--- src/rtl/dm_lsu_if.sv ---
// CPU-side request/response handshake plus the data-memory initiator bus
// of the load/store unit, bundled so the LSU and its neighbours share one
// port list.
interface dm_lsu_if;
    // CPU request
    logic        req_valid;
    logic        req_ready;
    logic        req_we;
    logic [1:0]  req_size;
    logic        req_unsigned;
    logic [31:0] req_addr;
    logic [31:0] req_wdata;
    // CPU response
    logic        resp_valid;
    logic [31:0] resp_rdata;
    logic        resp_err;
    // data memory
    logic        dm_ce;
    logic        dm_we;
    logic [31:0] dm_addr;
    logic [31:0] dm_wdata;
    logic [31:0] dm_rdata;

    // LSU side
    modport slave (
        input  req_valid, req_we, req_size, req_unsigned, req_addr, req_wdata,
        input  dm_rdata,
        output req_ready, resp_valid, resp_rdata, resp_err,
        output dm_ce, dm_we, dm_addr, dm_wdata
    );

    // CPU + memory side (the environment driving the LSU)
    modport master (
        output req_valid, req_we, req_size, req_unsigned, req_addr, req_wdata,
        output dm_rdata,
        input  req_ready, resp_valid, resp_rdata, resp_err,
        input  dm_ce, dm_we, dm_addr, dm_wdata
    );
endinterface

--- src/rtl/dm_lsu.sv ---
// Load/store unit: one request at a time toward a byte-addressed,
// little-endian data memory. Word stores write directly, byte/half stores
// do read-modify-write, loads read one word and extend the requested part.
// All outputs are registered; they are set on the edge that enters a state.
module dm_lsu #(
    parameter int MEM_AW = 8    // valid address bits, 1..31
) (
    input  logic     clk,
    input  logic     rst_n,
    dm_lsu_if.slave  bus
);

    typedef enum logic [1:0] {IDLE, RD, WR, RESP} state_t;

    state_t      r_state;
    // latched request
    logic        r_we;
    logic [1:0]  r_size;
    logic        r_uns;
    logic [31:0] r_addr;
    logic [31:0] r_wdata;
    // registered outputs
    logic        r_req_ready;
    logic        r_resp_valid;
    logic [31:0] r_resp_rdata;
    logic        r_resp_err;
    logic        r_dm_ce;
    logic        r_dm_we;
    logic [31:0] r_dm_addr;
    logic [31:0] r_dm_wdata;

    logic        w_req_err;
    logic [31:0] w_merge;
    logic [31:0] w_load;

    // Illegal size or any address bit above the memory window set.
    assign w_req_err = (bus.req_size == 2'b11) || (bus.req_addr[31:MEM_AW] != '0);

    // The RD-cycle read word is consumed at the end of RD: merged with the
    // store data for the following WR, or extended into the load result.
    // Splice store data into the word read during RD
    always_comb begin
        case (r_size)
            2'b00:   w_merge = {bus.dm_rdata[31:8],  r_wdata[7:0]};
            2'b01:   w_merge = {bus.dm_rdata[31:16], r_wdata[15:0]};
            default: w_merge = r_wdata;
        endcase
    end

    // Extract and sign/zero-extend the load result from the RD-cycle word
    always_comb begin
        case (r_size)
            2'b00:   w_load = {{24{~r_uns & bus.dm_rdata[7]}},  bus.dm_rdata[7:0]};
            2'b01:   w_load = {{16{~r_uns & bus.dm_rdata[15]}}, bus.dm_rdata[15:0]};
            default: w_load = bus.dm_rdata;
        endcase
    end

    // Request sequencer; reset kills any in-flight access before it writes
    always_ff @(posedge clk or negedge rst_n) begin
        if (!rst_n) begin
            r_state      <= IDLE;
            r_we         <= 1'b0;
            r_size       <= 2'b00;
            r_uns        <= 1'b0;
            r_addr       <= '0;
            r_wdata      <= '0;
            r_req_ready  <= 1'b1;
            r_resp_valid <= 1'b0;
            r_resp_rdata <= '0;
            r_resp_err   <= 1'b0;
            r_dm_ce      <= 1'b0;
            r_dm_we      <= 1'b0;
            r_dm_addr    <= '0;
            r_dm_wdata   <= '0;
        end else begin
            r_resp_valid <= 1'b0;
            r_resp_err   <= 1'b0;
            case (r_state)
                IDLE: begin
                    if (bus.req_valid) begin
                        r_we        <= bus.req_we;
                        r_size      <= bus.req_size;
                        r_uns       <= bus.req_unsigned;
                        r_addr      <= bus.req_addr;
                        r_wdata     <= bus.req_wdata;
                        r_req_ready <= 1'b0;
                        if (w_req_err) begin
                            // memory is never enabled for a rejected request
                            r_state      <= RESP;
                            r_resp_valid <= 1'b1;
                            r_resp_err   <= 1'b1;
                            r_resp_rdata <= '0;
                        end else if (bus.req_we && bus.req_size == 2'b10) begin
                            r_state    <= WR;
                            r_dm_ce    <= 1'b1;
                            r_dm_we    <= 1'b1;
                            r_dm_addr  <= bus.req_addr;
                            r_dm_wdata <= bus.req_wdata;
                        end else begin
                            r_state   <= RD;
                            r_dm_ce   <= 1'b1;
                            r_dm_we   <= 1'b0;
                            r_dm_addr <= bus.req_addr;
                        end
                    end
                end
                RD: begin
                    if (r_we) begin
                        r_state    <= WR;
                        r_dm_we    <= 1'b1;
                        r_dm_addr  <= r_addr;
                        r_dm_wdata <= w_merge;
                    end else begin
                        r_state      <= RESP;
                        r_dm_ce      <= 1'b0;
                        r_resp_valid <= 1'b1;
                        r_resp_rdata <= w_load;
                    end
                end
                WR: begin
                    r_state      <= RESP;
                    r_dm_ce      <= 1'b0;
                    r_dm_we      <= 1'b0;
                    r_resp_valid <= 1'b1;
                    r_resp_rdata <= '0;
                end
                RESP: begin
                    r_state     <= IDLE;
                    r_req_ready <= 1'b1;
                end
                default: begin
                    r_state     <= IDLE;
                    r_req_ready <= 1'b1;
                    r_dm_ce     <= 1'b0;
                    r_dm_we     <= 1'b0;
                end
            endcase
        end
    end

    assign bus.req_ready  = r_req_ready;
    assign bus.resp_valid = r_resp_valid;
    assign bus.resp_rdata = r_resp_rdata;
    assign bus.resp_err   = r_resp_err;
    assign bus.dm_ce      = r_dm_ce;
    assign bus.dm_we      = r_dm_we;
    assign bus.dm_addr    = r_dm_addr;
    assign bus.dm_wdata   = r_dm_wdata;

endmodule

--- src/flat_wrapper.sv ---
// flat-port wrapper written by rule: the top's interface ports become plain ports
module dm_lsu_flat 
#(
    parameter int MEM_AW = 8                                
)
  (clk, rst_n, bus_req_valid, bus_req_we, bus_req_size, bus_req_unsigned, bus_req_addr, bus_req_wdata, bus_dm_rdata, bus_req_ready, bus_resp_valid, bus_resp_rdata, bus_resp_err, bus_dm_ce, bus_dm_we, bus_dm_addr, bus_dm_wdata);
  dm_lsu_if bus_i ();
  input  logic clk;
  input  logic rst_n;
  input wire logic [$bits(bus_i.req_valid)-1:0] bus_req_valid;
  input wire logic [$bits(bus_i.req_we)-1:0] bus_req_we;
  input wire logic [$bits(bus_i.req_size)-1:0] bus_req_size;
  input wire logic [$bits(bus_i.req_unsigned)-1:0] bus_req_unsigned;
  input wire logic [$bits(bus_i.req_addr)-1:0] bus_req_addr;
  input wire logic [$bits(bus_i.req_wdata)-1:0] bus_req_wdata;
  input wire logic [$bits(bus_i.dm_rdata)-1:0] bus_dm_rdata;
  output wire logic [$bits(bus_i.req_ready)-1:0] bus_req_ready;
  output wire logic [$bits(bus_i.resp_valid)-1:0] bus_resp_valid;
  output wire logic [$bits(bus_i.resp_rdata)-1:0] bus_resp_rdata;
  output wire logic [$bits(bus_i.resp_err)-1:0] bus_resp_err;
  output wire logic [$bits(bus_i.dm_ce)-1:0] bus_dm_ce;
  output wire logic [$bits(bus_i.dm_we)-1:0] bus_dm_we;
  output wire logic [$bits(bus_i.dm_addr)-1:0] bus_dm_addr;
  output wire logic [$bits(bus_i.dm_wdata)-1:0] bus_dm_wdata;
  assign bus_i.req_valid = bus_req_valid;
  assign bus_i.req_we = bus_req_we;
  assign bus_i.req_size = bus_req_size;
  assign bus_i.req_unsigned = bus_req_unsigned;
  assign bus_i.req_addr = bus_req_addr;
  assign bus_i.req_wdata = bus_req_wdata;
  assign bus_i.dm_rdata = bus_dm_rdata;
  assign bus_req_ready = bus_i.req_ready;
  assign bus_resp_valid = bus_i.resp_valid;
  assign bus_resp_rdata = bus_i.resp_rdata;
  assign bus_resp_err = bus_i.resp_err;
  assign bus_dm_ce = bus_i.dm_ce;
  assign bus_dm_we = bus_i.dm_we;
  assign bus_dm_addr = bus_i.dm_addr;
  assign bus_dm_wdata = bus_i.dm_wdata;
  dm_lsu #(.MEM_AW(MEM_AW)) u_core (.clk(clk), .rst_n(rst_n), .bus(bus_i));
endmodule
--- config.mk ---
export PLATFORM = sky130hd
export DESIGN_NAME = dm_lsu_flat
export DESIGN_NICKNAME = d
export VERILOG_FILES = /design/src/rtl/dm_lsu_if.sv /design/src/rtl/dm_lsu.sv /design/src/flat_wrapper.sv
export SDC_FILE = /design/constraint.sdc
export NUM_CORES = 1
export LEC_CHECK = 0
export BUFFER_PORTS_ARGS = -buffer_cell sky130_fd_sc_hd__buf_2
export CORE_MARGIN = 3
export CORE_UTILIZATION = 50
export DETAILED_ROUTE_END_ITERATION = 7
export PLACE_DENSITY = 0.76
export SLEW_MARGIN = 10
export SYNTH_ARGS = -nofsm -noshare
export SYNTH_HDL_FRONTEND = slang
export SYNTH_SLANG_ARGS = --single-unit
--- constraint.sdc ---
create_clock -name clk -period 2.5 [get_ports clk]
set_input_delay 0.125 -clock clk [delete_from_list [all_inputs] [get_ports clk]]
set_output_delay 0.125 -clock clk [all_outputs]
set_load 0.005 [all_outputs]
After elaboration in Yosys (flattened, before gate mapping)

Index checks and enable logic that the tools add are counted.
W data, S select, Z words.

Logic and storage cells: 80
Bits in registers: 171
Output and inout port bits: 101

Reduce and logical (&&, ||, !) cells: 15
Bitwise logic cells: 3
Muxes and demuxes: 36
Equal/unequal tests: 12

Operators with widths:

| cell                 | count |
|---|---|
| $mux W32             | 10 |
| $pmux W32 S2         | 4 |
| $pmux W32 S3         | 1 |
| $reduce_bool A24 Y1  | 1 |
| $reduce_and A4 Y1    | 4 |
| $mux W1              | 13 |
| $pmux W1 S3          | 3 |
| $eq A2 B2 Y1 const B | 4 |
| $pmux W2 S4          | 1 |
| $mux W2              | 3 |
| $ne A2 B1 Y1 const B | 3 |
| $ne A2 B2 Y1 const B | 3 |
| $reduce_and A5 Y1    | 1 |
| $eq A2 B1 Y1 const B | 2 |
| $logic_not A2 Y1     | 2 |
| $reduce_and A2 Y1    | 2 |
| $reduce_bool A2 Y1   | 2 |
| $reduce_bool A3 Y1   | 1 |
| $and A1 B1 Y1        | 2 |
| $pmux W1 S2          | 1 |
| $logic_and A1 B1 Y1  | 1 |
| $logic_or A1 B1 Y1   | 1 |
| $not A1 Y1           | 1 |

Longest topological paths before layout

Gate-level depths: netlist of run 1.

Depth after elaboration: 6
Gate-level depth with buffers: 9

Worst setup path after synthesis of run 1

No wires, ideal clock.

Path kind: reg-to-reg
From: register u_core.r_state[0]
To: register u_core.r_dm_wdata[10], in the netlist u_core.bus.dm_wdata[10]
Data required time: 2375 ps
Library setup time: 125 ps
Path slack: 364 ps
Stages on the path, launching flop included: 10
Arrival time: 2011 ps
Buffers on the path: 2
Cells stage by stage: dfrtp_1 -> inv_1 -> ha_1 -> buf_2 -> inv_1 -> o21ai_1 -> and3_1 -> a32oi_4 -> buf_6 -> mux2_4

Longest elaborated chain between the ends: 3
Elaborated cells between the ends (all ways): 9
Those cells by class: eq/ne: 5; mux: 1; reduce/logical: 3

RTL lines:

| item                                                 | line          | source |
|---|---|---|
| from (decl)                                          | dm_lsu.sv:15  | `state_t r_state;` |
| from (signal assigned)                               | dm_lsu.sv:62  | `r_state <= IDLE;` |
| from (signal assigned)                               | dm_lsu.sv:90  | `r_state <= RESP;` |
| from (signal assigned)                               | dm_lsu.sv:95  | `r_state <= WR;` |
| $eq A2 B1 Y1 or $logic_not A2 Y1 (tied branches)     | dm_lsu.sv:79  | `case (r_state)` |
| $ne A2 B1 Y1 (no line), or another cell as far along | --            |  |
| $reduce_and A5 Y1 (no line)                          | --            |  |
| to (signal assigned)                                 | dm_lsu.sv:99  | `r_dm_wdata <= bus.req_wdata;` |
| to (signal assigned)                                 | dm_lsu.sv:113 | `r_dm_wdata <= w_merge;` |
| to (decl)                                            | dm_lsu.sv:30  | `logic [31:0] r_dm_wdata;` |

Several ways; a longest one is shown, not always the timed one.
A chain may end at the register's enable or synchronous reset.

Final worst setup path of run 1

From: input port bus_req_addr[14]
To: register u_core.r_dm_wdata[18], in the netlist u_core.bus.dm_wdata[18]

Longest elaborated chain between the ends: 4

RTL lines:

| item                        | line               | source |
|---|---|---|
| from (decl)                 | flat_wrapper.sv:14 | `input wire logic [$bits(bus_i.req_addr)-1:0] bus_req_addr;` |
| $reduce_bool A24 Y1         | dm_lsu.sv:37       | `assign w_req_err = (bus.req_size == 2'b11) \|\| (bus.req_addr[31:MEM_AW] != '0);` |
| $logic_or A1 B1 Y1          | dm_lsu.sv:37       |  |
| $ne A2 B2 Y1 (no line)      | --                 |  |
| $reduce_and A5 Y1 (no line) | --                 |  |

No other way between the ends.

==> reports/results.ini, run 1 <==
[floorplanning]
die_w_um=132.0
die_y_um=132.0
initial_core_util_pct=51.63
coreArea_um2=15370
ioPinCount=204
rows=45
die_area_um2=17420

[global_route]
grt-ovfl-total=0
antenna_found_initial=1
grt_pass1_vias=6569
grt_max_degree=72
grt_pass1_wl_mm=33.75
grtUsageTotal_pct=24.01

[timing]
slew_violations=0
rsz0062_at_grt=no
slew_headroom_pct=54.58
clock-skew-final_ps=7.563
fmax_mhz=454.9
tns_ps=0
setup_viol=0
hold_violations=0
worstMarginPinSlew_ps=681.2
final.period_utilization_pct=87.92
finalCriticalPeriod_ps=2198
worst_hold_slack_ps=16.71

[logic_synthesis]
synthTopCellsByCount=170 x dfrtp_1, 84 x nand2_1, 79 x mux2_2
synth-edff-count=0
yosys.area.top_type=dfrtp_1
ys_types=32
synth_seq_area_share_pct=53.93
syn_avg_cell_area_um2=11.76
synth.cell_area_um2=7936
synth-main-ff-cell=dfrtp_1
yosysTopAreaCellShare_pct=53.60
synth-seq-cells=171
synth_area_leaders=dfrtp_1 54%, mux2_2 11%, mux2i_1 6.4%
ys_warn_count=0
syn_inst=675
yosysMostFrequentCell=dfrtp_1
async_reset_ff_share_pct=100.0
syn_nets=782

[worst_setup_path]
critPathMaxFanout=32
worstSetupStartpointType=primary input
arrival_ps=2500
required_ps=2810
worstSetupEndpointType=flip-flop
path_class=primary input to flip-flop

[placement]
gp_congestion=0.7657
portBuffers=203
post-dp-hpwl_mm=13.02

[clocking]
cts_buffer_depth=2
cts_tree=built
cts_buffers=17
htree_levels=4
cts.sinks=171
cts.repair.resized=0
clock_latency_ps=420
clk_pin_slew_ps=60
root_buffer=clkbuf_16

[layout]
drive_gt1_share_pct=38.60
diodes=0
area_growth_pct=32.46
nets=1052
postLayoutCoreUtil_pct=68.39

[run]
maxCapViolCount=0

[detailed_routing]
vias=6254
drc=0
routed_wirelength_mm=20.23
dr.pass1.iters=5
drt_iter0_markers=327
routedWlPerCell_um=17.33
vias_per_cell=5.359
ant_nets=0

[hold_path]
hp-class=primary input to flip-flop

[power_and_ir_drop]
pwr_density_cell_nw_per_um2=1263
ir_worst_vdd_mv=0.8275
cellLeakagePower_nw=4.977
power_mw=13.28

[status]
outcome=completed

[cell families after synthesis]
| group | synth area share (%) |
|---|---|
| muxes | 23.32 |
| buffers and inverters | 3.768 |
| DFF | 53.93 |
| adders and majority gates | 0.6306 |
| and+or+nand+nor | 8.072 |
| AOI/OAI and AO/OA | 10.28 |
[final timing paths]
| path | cells past startpoint | start | end | slack (ps) |
|---|---|---|---|---|
| hold reg to reg | 2 | u_core.bus.resp_rdata[17]$_DFFE_PN0P_ | u_core.bus.resp_rdata[17]$_DFFE_PN0P_ | 470 |
| min in group asynchronous | 2 | rst_n | u_core.r_wdata[21]$_DFFE_PN0P_ | 280 |
| setup / recovery | 8 | bus_req_addr[14] | u_core.bus.dm_wdata[18]$_DFFE_PN0P_ | 300 |
| hold / removal | 3 | bus_dm_rdata[16] | u_core.bus.resp_rdata[16]$_DFFE_PN0P_ | 20 |
| setup reg to reg | 8 | u_core.r_state[0]$_DFFE_PN0P_ | u_core.bus.dm_wdata[0]$_DFFE_PN0P_ | 370 |
| max in group asynchronous | 3 | rst_n | u_core.r_addr[9]$_DFFE_PN0P_ | 1390 |
[per-stage QoR]
step           worst slack [ps]  cells  area [µm²]
2_1_floorplan             364.1    675        7936
3_3_place_gp              427.4   1059        9205
3_5_place_dp              377.1   1059        9205
4_1_cts                   331.5   1167       10510
5_1_grt                   158.0   1167       10510
6_report                  301.9   1167       10510
[layout by cell type, fill, tap and decap left out, drive strengths merged, types with 2 or more instances in the layout]
master | synthesis | routed
buf | 35 | 224
mux2i | 51 | 51
nor2 | 31 | 31
dlygate4sd3 | 0 | 78
ha | 4 | 4
or2 | 2 | 2
mux2 | 109 | 109
o21ai | 22 | 22
a31oi | 41 | 41
nor2b | 17 | 17
inv | 5 | 5
o31ai | 17 | 17
o22ai | 2 | 2
nand3 | 2 | 2
clkbuf | 16 | 22
clkinv | 0 | 4
clkinvlp | 0 | 3
nor4 | 6 | 6
nand2 | 84 | 84
dfrtp | 170 | 170
nand4 | 2 | 2
and3 | 2 | 2
a21oi | 52 | 52
[final cells by class]
type | instances | area, µm²
repair buffers | 302 | 2023
inverters | 5 | 18.77
well taps | 211 | 264.0
fillers | 1112 | 4858
multi-input cells | 448 | 3400
clock buffers | 22 | 454.2
clock inverters | 8 | 72.57
flip-flops and latches | 171 | 4280
[per-layer routing]
layer  GRT usage, %  part of all wire, %
met5              0                0.064
met4          7.060                  1.8
met3          7.290                  7.3
met2          40.79                   49
met1          29.70                   41
[critical path, stage by stage]
cell	delay (ps)
dlygate4sd3_1	530
buf_2	140
nor4_1	320
nand4_1	390
nor2_2	330
a32oi_4	80
buf_12	210
mux2_4	330
[repair_timing]
| item | 4_1_cts | 5_1_grt |
|---|---|---|
| hold endpoints to repair | 144 | 0 |
| hold buffers | 78 | 0 |
| buffers inserted | 0 | 0 |
| endpoints found under the setup margin | 0 | 0 |
[state kept, by name, summed over array words and instances, names as in the netlist, 2 cells and up]
| name | cells |
|---|---|
| u_core.r_wdata | 32 |
| u_core.r_addr | 32 |
| u_core.bus.resp_rdata | 32 |
| u_core.r_state | 2 |
| u_core.bus.dm_addr | 32 |
| u_core.bus.dm_wdata | 32 |
| u_core.r_size | 2 |
[power breakdown]
group	switching [mW]	leakage (nW)	total, mW	internal [mW]
combinational	2.97	2.67	5.91	2.94
clock	1.06	0.252	2.43	1.38
sequential	0.755	2.05	4.93	4.18
Note: power is estimated with default switching activity, not from simulation.
==> inputs of run 2 (changes only) <==
--- a/config.mk
+++ b/config.mk
@@ -6,7 +6,7 @@
 export NUM_CORES = 1
 export LEC_CHECK = 0
 export BUFFER_PORTS_ARGS = -buffer_cell sky130_fd_sc_hd__buf_2
-export CORE_MARGIN = 3
+export CORE_MARGIN = 10
 export CORE_UTILIZATION = 50
 export DETAILED_ROUTE_END_ITERATION = 7
 export PLACE_DENSITY = 0.76
==> run 2 against run 1 <==
- fmax grew 0.58%
- via count barely moved
- non-clock buffer count increased by 2
- wire length up 6.2%
- sequential power grew 1%
- core utilization grew 0.58 points
- sequential share of layout area decreased by 0.34 points
- critical path depth grew 1
==> reports/results.ini, run 2 (synthesized netlist as in run 1, its figures left out) <==
[floorplanning]
initial_core_util_pct=51.63
die_area_um2=21310
rows=45
die_w_um=146.0
die_y_um=146.0
ioPinCount=204
coreArea_um2=15370

[global_route]
grt_pass1_wl_mm=34.41
grtUsageTotal_pct=19.68
antenna_found_initial=2
grt-ovfl-total=0
grt_pass1_vias=6341
grt_max_degree=76

[placement]
pre_cts_ws_ps=430.7
gp_congestion=0.7996
post-dp-hpwl_mm=14.10
dp.cells=1058
portBuffers=203

[timing]
setup_ws_ps=314.6
clock-skew-final_ps=15.50
fmax_mhz=457.6
worst_hold_slack_ps=11.41
final.period_utilization_pct=87.42
slew_headroom_pct=53.20
setup_viol=0
slew_violations=0
finalCriticalPeriod_ps=2185
worstMarginPinSlew_ps=702.0
hold_violations=0
rsz0062_at_grt=no
tns_ps=0

[layout]
seq_area_um2=4280
drive_gt1_share_pct=38.96
nets=1054
final_common_cell=buf_2
instances_no_fill=1172
multi_input_area_um2=3400
fillers=1090
area_growth_pct=33.58
mostFrequentLayoutCells=202 x buf_2, 170 x dfrtp_1, 83 x nand2_1, 81 x dlygate4sd3_1, 79 x mux2_2

[power_and_ir_drop]
ir_worst_vdd_mv=0.7138
cellLeakagePower_nw=5.015
power_mw=13.49
pwr_density_cell_nw_per_um2=1273

[clocking]
cts_buffer_depth=2
cts.sinks=171
root_buffer=clkbuf_16
clk_pin_slew_ps=70
cts.repair.resized=0
cts_buffers=17
clock_latency_ps=430
cts_tree=built
htree_levels=4

[detailed_routing]
drt_iter0_markers=348
ant_nets=0
routedWlPerCell_um=18.32
dr.pass1.iters=5
routed_wirelength_mm=21.48
vias_per_cell=5.337
vias=6255
drc=0

[worst_setup_path]
path_class=primary input to flip-flop
endpoint=u_core.bus.dm_addr[16]$_DFFE_PN0P_
rr_endpoint=u_core.bus.resp_rdata[30]$_DFFE_PN0P_
arrival_ps=2520
startpoint=bus_req_addr[14]
rr_startpoint=u_core.r_state[1]$_DFFE_PN0P_
worstSetupEndpointType=flip-flop
critPathMaxFanout=50
regToRegSetupSlack_ps=400
required_ps=2830
rr_worst_depth=8
worstSetupStartpointType=primary input

[status]
outcome=completed

[hold_path]
hp-class=primary input to flip-flop

[run]
maxCapViolCount=0

-- run 2: cell count changes in the layout (fill, tap and decap cells not counted), sizes merged --
| cell | change |
|---|---|
| dlygate4sd3 | +3 |
| inv | +3 |
| clkbuf | -2 |
| buf | -1 |
| clkinv | +1 |
| diode | +1 |
-- run 2: area by class of cell --
cell class / instances / area share (%)
inverters: 5 / 0.1770
diodes: 1 / 0.02360
flip-flops and latches: 171 / 40.38
clock buffers: 20 / 4.402
clock inverters: 12 / 1.050
multi-input cells: 448 / 32.07
repair buffers: 304 / 19.41
well taps: 211 / 2.490
-- run 2: timing repair --
item                                   CTS  global route
setup buffers                            0             0
hold buffers                            80             1
endpoints found under the hold margin  152             1
-- run 2: report_power, final --
part           switching [mW]  total (mW)  internal [mW]  leakage [nW]
combinational            2.99        5.94           2.95          2.68
clock                    1.11        2.57           1.46         0.279
sequential              0.804        4.98           4.18          2.05
-- run 2: metal layers --
metal / GRT usage (%) / part of all wire, % / wire (µm) / up-vias
met3: 6.209 / 7.3 / 1562 / 31
met5: 0 / 0.061 / 13 / -
met2: 31.53 / 47 / 10190 / 249
met4: 5.355 / 1.6 / 346 / 2
li1: - / - / - / 2951
met1: 25.15 / 44 / 9359 / 3022
-- run 2: worst min-delay path by stage --
| stage | startpoint | to | slack, ps | depth (start not counted) |
|---|---|---|---|---|
| after floorplan | rst_n | u_core.bus.dm_addr[0]$_DFFE_PN0P_ | -170 | 0 |
| after global placement | rst_n | u_core.bus.dm_wdata[18]$_DFFE_PN0P_ | 210 | 1 |
| after detailed placement | rst_n | u_core.bus.dm_wdata[19]$_DFFE_PN0P_ | 210 | 1 |
| after CTS | bus_dm_rdata[18] | u_core.bus.resp_rdata[18]$_DFFE_PN0P_ | 0.7 | 3 |
| after global routing | bus_dm_rdata[20] | u_core.bus.resp_rdata[20]$_DFFE_PN0P_ | 10 | 3 |
| final | bus_dm_rdata[26] | u_core.bus.resp_rdata[26]$_DFFE_PN0P_ | 10 | 3 |
-- run 2: critical path, cell delays in order --
cell	delay (ps)
dlygate4sd3_1	540
buf_2	140
nor4_1	380
nand4_1	320
buf_4	260
o21ai_4	170
buf_12	250
a21oi_1	100
a31oi_1	220
-- run 2: through the flow --
step           utilization, %  cell area (µm²)
2_1_floorplan               -             7936
3_3_place_gp            59.92             9210
3_5_place_dp            59.92             9210
4_1_cts                 68.89            10590
5_1_grt                 68.97            10600
6_report                68.97            10600
==> inputs of run 3 (changes only) <==
--- a/config.mk
+++ b/config.mk
@@ -9,6 +9,7 @@
 export CORE_MARGIN = 10
 export CORE_UTILIZATION = 50
 export DETAILED_ROUTE_END_ITERATION = 7
+export MAX_ROUTING_LAYER = met4
 export PLACE_DENSITY = 0.76
 export SLEW_MARGIN = 10
 export SYNTH_ARGS = -nofsm -noshare
==> run 3 against run 2 <==
- sequential share of layout area is essentially flat
- power is essentially flat
- critical path type unchanged
- clock power is essentially flat
==> reports/results.ini, run 3 (synthesized netlist as in run 1, its figures left out) <==
[layout]
area_growth_pct=33.61
drive_gt1_share_pct=38.96
mostFrequentLayoutCells=202 x buf_2, 170 x dfrtp_1, 83 x nand2_1, 81 x dlygate4sd3_1, 79 x mux2_2
instances_no_fill=1173
nets=1054
final_common_cell=buf_2

[floorplanning]
rows=45
coreArea_um2=15370
die_w_um=146.0
initial_core_util_pct=51.63
die_area_um2=21310
ioPinCount=204
die_y_um=146.0

[timing]
slew_headroom_pct=53.45
final.period_utilization_pct=87.47
tns_ps=0
rsz0062_at_grt=no
worstMarginPinSlew_ps=698.2
clock-skew-final_ps=15.51
hold_violations=0
fmax_mhz=457.3
finalCriticalPeriod_ps=2187
setup_viol=0
slew_violations=0
worst_hold_slack_ps=11.84

[clocking]
cts_buffer_depth=2
cts.sinks=171
root_buffer=clkbuf_16
hold_buffers=80
clock_latency_ps=430
cts_buffers=17
clk_pin_slew_ps=70
htree_levels=4
cts_tree=built
cts.repair.resized=0
cts_setup_buffers=0

[status]
outcome=completed

[placement]
gp_congestion=0.8069
dp.cells=1058
portBuffers=203
post-dp-hpwl_mm=14.10

[power_and_ir_drop]
cellLeakagePower_nw=5.015
pwr_density_cell_nw_per_um2=1273
ir_worst_vdd_mv=0.7144

[global_route]
grt_pass1_vias=6357
grt_pass1_wl_mm=34.39
grt_max_degree=76
grt-ovfl-total=0
grtUsageTotal_pct=20.26
antenna_found_initial=2

[detailed_routing]
ant_nets=0
dr.pass1.iters=5
vias=6215
drt_iter0_markers=383
routed_wirelength_mm=21.53
routedWlPerCell_um=18.35
drc=0
vias_per_cell=5.298

[worst_setup_path]
arrival_ps=2490
worstSetupEndpointType=flip-flop
worstSetupStartpointType=primary input
path_class=primary input to flip-flop
required_ps=2810
critPathMaxFanout=10

[run]
maxCapViolCount=0

[hold_path]
hp-class=primary input to flip-flop

==> run 3: layer usage <==
| metal | global-route usage (%) | up-vias | part of all wire (%) |
|---|---|---|---|
| li1 | - | 2939 | - |
| met2 | 31.55 | 214 | 48 |
| met3 | 5.495 | 26 | 5.7 |
| met1 | 25.61 | 3036 | 45 |
| met4 | 5.355 | 0 | 1.6 |
| met5 | - | - | 0 |
==> run 3: critical path, cell delays in order <==
cell	delay [ps]
dlygate4sd3_1	560
buf_2	150
nor4_1	500
nand3_1	300
nor2_2	240
a32oi_4	90
buf_4	220
mux2_4	310
==> run 3: per-stage QoR <==
| stage | total power [mW] | worst slack (ps) | utilization, % | area, µm² |
|---|---|---|---|---|
| 2_1_floorplan | 8.892 | 364.1 | - | 7936 |
| 3_3_place_gp | 10.64 | 471.5 | 59.92 | 9210 |
| 3_5_place_dp | 10.83 | 430.7 | 59.92 | 9210 |
| 4_1_cts | 13.52 | 381.4 | 68.89 | 10590 |
| 5_1_grt | 14.40 | 184.7 | 68.99 | 10600 |
| 6_report | 13.50 | 313.3 | 68.99 | 10600 |
==> run 3: area by class of cell <==
class | count | area (µm²)
timing repair buffer | 304 | 2058
inverter | 5 | 18.77
sequential | 171 | 4280
fill | 1091 | 4767
clock inverter | 12 | 111.4
antenna | 2 | 5.005
tap | 211 | 264.0
clock buffer | 20 | 466.7
multi-input combinational | 448 | 3400
==> run 3: power by group <==
part | internal (mW) | switching (mW)
sequential | 4.18 | 0.806
clock | 1.46 | 1.11
combinational | 2.95 | 3.00
total | 8.58 | 4.92
==> run 3: final timing paths <==
kind,startpoint,endpoint,cells after the start,slack (ps)
worst max register to register,u_core.r_state[1]$_DFFE_PN0P_,u_core.bus.resp_rdata[31]$_DFFE_PN0P_,9,400
max in group asynchronous,rst_n,u_core.bus.dm_addr[2]$_DFFE_PN0P_,3,1440
worst max-delay path,bus_req_addr[13],u_core.bus.dm_wdata[3]$_DFFE_PN0P_,8,310
min in group asynchronous,rst_n,u_core.bus.dm_wdata[19]$_DFFE_PN0P_,2,310
worst min-delay path,bus_dm_rdata[26],u_core.bus.resp_rdata[26]$_DFFE_PN0P_,3,10
worst min register to register,u_core.bus.resp_rdata[18]$_DFFE_PN0P_,u_core.bus.resp_rdata[18]$_DFFE_PN0P_,2,470
